===== config.mk =====
export PLATFORM = sky130hd
export DESIGN_NAME = alu_share_arbiter
export DESIGN_NICKNAME = d
export VERILOG_FILES = /design/src/rtl/alu_share_arbiter.sv
export SDC_FILE = /design/constraint.sdc
export NUM_CORES = 1
export LEC_CHECK = 0
export CAP_MARGIN = 5
export CELL_PAD_IN_SITES_DETAIL_PLACEMENT = 1
export CELL_PAD_IN_SITES_GLOBAL_PLACEMENT = 1
export CORE_UTILIZATION = 29
export DETAILED_ROUTE_END_ITERATION = 16
export PLACE_DENSITY_LB_ADDON = 0.15
export SLEW_MARGIN = 20
export SYNTH_ARGS = -nofsm -noshare
export SYNTH_HDL_FRONTEND = slang
export SYNTH_SLANG_ARGS = --single-unit

===== constraint.sdc =====
create_clock -name Clk -period 2.8 [get_ports Clk]
set_input_delay 0.7 -clock Clk [delete_from_list [all_inputs] [get_ports Clk]]
set_output_delay 0.7 -clock Clk [all_outputs]
set_load 0.01 [all_outputs]

===== src/rtl/alu_share_arbiter.sv =====
`timescale 1ns/1ps
`default_nettype none
// ============================================================================
// Module   : alu_share_arbiter
// Purpose  : Round-robin arbiter/sequencer sharing one combinational ALU
//            between two requesters (IDLE -> EXEC -> RESP per operation).
// Options  : ALU_SHARE_ARB_STATS_EN adds grant counters and a contention flag.
// Revision : 1.0  initial release
// ============================================================================
module alu_share_arbiter #(
    parameter int DATA_W = 32,
    parameter int CTRL_W = 5
) (
    input  logic              Clk,
    input  logic              Reset,
    input  logic              Req0Valid,
    output logic              Req0Ready,
    input  logic [CTRL_W-1:0] Req0Ctrl,
    input  logic [DATA_W-1:0] Req0A,
    input  logic [DATA_W-1:0] Req0B,
    input  logic              Req1Valid,
    output logic              Req1Ready,
    input  logic [CTRL_W-1:0] Req1Ctrl,
    input  logic [DATA_W-1:0] Req1A,
    input  logic [DATA_W-1:0] Req1B,
    output logic              Rsp0Valid,
    input  logic              Rsp0Ready,
    output logic              Rsp1Valid,
    input  logic              Rsp1Ready,
    output logic [DATA_W-1:0] RspResult,
    output logic              RspZero,
    output logic [CTRL_W-1:0] AluControl,
    output logic [DATA_W-1:0] AluA,
    output logic [DATA_W-1:0] AluB,
    input  logic [DATA_W-1:0] AluResult,
    input  logic              AluZero
`ifdef ALU_SHARE_ARB_STATS_EN
    ,
    output logic [15:0]       Grant0Count,
    output logic [15:0]       Grant1Count,
    output logic              Contention
`endif
);

    typedef enum logic [1:0] {
        S_IDLE = 2'd0,
        S_EXEC = 2'd1,
        S_RESP = 2'd2
    } state_t;

    state_t              r_state;
    state_t              w_next_state;
    logic                r_ptr;      // 0: requester 0 wins a tie, 1: requester 1
    logic                r_owner;
    logic [CTRL_W-1:0]   r_ctrl;
    logic [DATA_W-1:0]   r_a;
    logic [DATA_W-1:0]   r_b;
    logic [DATA_W-1:0]   r_result;
    logic                r_zero;
    logic                w_grant0;
    logic                w_grant1;

    always_comb begin
        w_next_state = r_state;
        w_grant0     = 1'b0;
        w_grant1     = 1'b0;
        Rsp0Valid    = 1'b0;
        Rsp1Valid    = 1'b0;
        case (r_state)
            S_IDLE: begin
                // Gated by Reset so no handshake is offered while reset is applied.
                if (!Reset) begin
                    w_grant0 = Req0Valid & (~Req1Valid | ~r_ptr);
                    w_grant1 = Req1Valid & (~Req0Valid |  r_ptr);
                end
                if (w_grant0 || w_grant1) begin
                    w_next_state = S_EXEC;
                end
            end
            S_EXEC: begin
                w_next_state = S_RESP;
            end
            S_RESP: begin
                Rsp0Valid = ~Reset & ~r_owner;
                Rsp1Valid = ~Reset &  r_owner;
                if (r_owner ? Rsp1Ready : Rsp0Ready) begin
                    w_next_state = S_IDLE;
                end
            end
            default: begin
                w_next_state = S_IDLE;
            end
        endcase
        Req0Ready = w_grant0;
        Req1Ready = w_grant1;
    end

    always_ff @(posedge Clk) begin
        if (Reset) begin
            r_state  <= S_IDLE;
            r_ptr    <= 1'b0;
            r_owner  <= 1'b0;
            r_ctrl   <= '0;
            r_a      <= '0;
            r_b      <= '0;
            r_result <= '0;
            r_zero   <= 1'b0;
        end else begin
            r_state <= w_next_state;
            if (w_grant0 || w_grant1) begin
                r_ctrl  <= w_grant1 ? Req1Ctrl : Req0Ctrl;
                r_a     <= w_grant1 ? Req1A    : Req0A;
                r_b     <= w_grant1 ? Req1B    : Req0B;
                r_owner <= w_grant1;
                r_ptr   <= w_grant0;
            end
            if (r_state == S_EXEC) begin
                r_result <= AluResult;
                r_zero   <= AluZero;
            end
        end
    end

    assign AluControl = r_ctrl;
    assign AluA       = r_a;
    assign AluB       = r_b;
    assign RspResult  = r_result;
    assign RspZero    = r_zero;

`ifdef ALU_SHARE_ARB_STATS_EN
    logic [15:0] r_g0_cnt;
    logic [15:0] r_g1_cnt;
    logic        r_contention;

    always_ff @(posedge Clk) begin
        if (Reset) begin
            r_g0_cnt     <= '0;
            r_g1_cnt     <= '0;
            r_contention <= 1'b0;
        end else begin
            if (w_grant0 && (r_g0_cnt != 16'hFFFF)) begin
                r_g0_cnt <= r_g0_cnt + 16'd1;
            end
            if (w_grant1 && (r_g1_cnt != 16'hFFFF)) begin
                r_g1_cnt <= r_g1_cnt + 16'd1;
            end
            r_contention <= (r_state == S_IDLE) && Req0Valid && Req1Valid;
        end
    end

    assign Grant0Count = r_g0_cnt;
    assign Grant1Count = r_g1_cnt;
    assign Contention  = r_contention;
`endif

endmodule
`default_nettype wire


==> results.toml <==
[status]
status = "complete, no violations"

[placed_design]
hpwlAfterDp_um = 14600
place.gp.congestion = 0.734
dp.cells = 1064
portBuffers = 282

[logic_synthesis]
netlist_instances = 620
synth_cell_type_count = 28
synth_top_cell_by_area = "dfxtp_1"
synth_nets = 797
yosys.area.top_type_share_pct = 40.7
syn-cell-area_um2 = 5210
ys_warn_count = 0
ys_ff_latch = 106
avgSynthCellArea_um2 = 8.41
yosysSeqAreaShare_pct = 40.7
synthTopCellsByArea = "dfxtp_1 (41%), o32ai_2 (9.4%), a31oi_1 (8.3%), a21oi_1 (6.7%), nand2_1 (4.8%)"

[clocking]
ctsHtreeMaxLevel = 3
cts-root-buf = "clkbuf_16"
cts.sinks = 106
clkLatencyLatePin_ps = 360
postCtsHoldBufs = 0
numCtsBuffers = 9
clock_path_buffers = 2
clk_pin_slew_worst_paths_ps = 80
cts_tree = "done"

[detailed_routing]
vias = 5776
dr.pass1.iters = 5
postRouteAntennaNets = 0
drt-initial-drc-count = 236
drc = 0
drt-total-wl_um = 21600
detail_route.vias_per_cell = 5.35
wire_per_inst_um = 20.0

[run]
drv_cap = 0

[global_route]
grt_max_degree = 73
track_usage_pct = 22.9
first_global_vias = 6080
antenna_found_initial = 1
grt_pass1_wl_um = 32700
gr-total-overflow = 0

[die]
fp.dieW_um = 136
die_area_um2 = 18500
die_y_um = 136
fp-row-count = 48
ioPinCount = 283
start_util_pct = 29.9
core_area_um2 = 17400

[timing]
fmax_mhz = 372
max_slew_margin_pct = 31.1
finalHoldViolCount = 0
rsz0062_at_grt = "no"
clock_skew_ps = 10.8
finalSetupTns_ps = 0
worst_pin_slew_ps = 1030
setup_viol = 0
maxSlewViolCount = 0
fin_crit_ps = 2690
period_share_pct = 96.1

[critical_path]
worstSetupEndpointType = "output pin"
crit_fanout = 4
crit_required_ps = 2100
start_kind = "input port"
path_class = "input port to output pin"
cp_data_arrival_time_ps = 1990

[pwr]
p_leak_nw = 2.86
max-vdd-ir-drop_mv = 0.317
power_mw = 4.52
powerDensity_nw_per_um2 = 538

[worst_hold_path]
min_path_type = "flip-flop to flip-flop"

[cells_and_area]
final_nets = 1027
synthToLayoutAreaGrowth_pct = 61.3
fin_util_pct = 48.3
instances_no_fill = 1080
layout_commonest_cell = "clkdlybuf4s50_1"
drive_gt1_share_pct = 8.55
layout_common_cells = "clkdlybuf4s50_1 (279), dfxtp_1 (106), a21oi_1 (70), a31oi_1 (69), nand2_1 (67)"
flip-flops by register name (all words and copies together), names as in the netlist:
register and count:
r_state 2, AluControl 5, r_ptr 1, RspResult 32, AluB 32, r_owner 1, AluA 32, RspZero 1
kinds of logic after synthesis:
| family | share of synthesized area (%) |
|---|---|
| buffers and inverters | 9.41 |
| and+or+nand+nor | 15.6 |
| AOI/OAI and AO/OA | 34.0 |
| muxes | 0.216 |
| DFF | 40.7 |
worst max-delay path, cell delays in order:
cell             delay (ps)
clkdlybuf4s50_1         530
and3_1                  200
clkdlybuf4s50_1         560
through the flow:
step | worst slack [ps] | area, um^2 | hold WS [ps]
2_1_floorplan | 517 | 5210 | 466
5_1_grt | 76.0 | 8410 | 474
3_3_place_gp | 34.2 | 8100 | 441
4_1_cts | 26.6 | 8400 | 461
3_5_place_dp | 21.5 | 8100 | 450
6_report | 109 | 8410 | 461
routing by layer:
layer  global-route usage (%)  up-vias  part of all wire, %
met5                        0        -                    0
met4                     10.1        0                  3.8
met3                     7.46       47                  7.6
met2                     38.4      209                   47
met1                     26.4     2774                   41
li1                         -     2746                    -
synthesized netlist by cell type (all sizes together):
cell type,number
dfxtp,106
a21oi,70
a31oi,69
nand2,67
clkbuf,58
nor2b,40
o21ai,38
nand4,37
inv,33
o311ai,32
o32ai,32
buf,23
nand2b,5
and3,2
nor3,2
o21bai,2
and2,1
mux2,1
nor2,1
or2,1
layout make-up:
cell class              instances  area [um^2]
fillers                      2021         9010
repair buffers                300         2970
multi-input cells             400         2610
flip-flops and latches        106         2120
well taps                     225          282
clock buffers                   9          225
inverters                      33          124
clock inverters                 6         71.3
diodes                          1         2.50
where the power goes:
part | switching, mW | internal [mW]
registers | 0.0958 | 1.69
logic | 0.665 | 0.743
clock network | 0.629 | 0.700
total | 1.39 | 3.13
worst paths after layout:
kind,startpoint,endpoint,slack (ps),cells past startpoint
max,Req0Valid,Req0Ready,110,3
min,RspResult[12],RspResult[12],460,2
max reg2reg,r_state[1],AluB[10],830,3
min reg2reg,RspResult[12],RspResult[12],460,2
repair_timing:
action	4_1_cts	5_1_grt
setup buffers	0	0
gates resized for setup	0	1
setup endpoints to repair	0	1
Note: power is estimated with default switching activity, not from simulation.
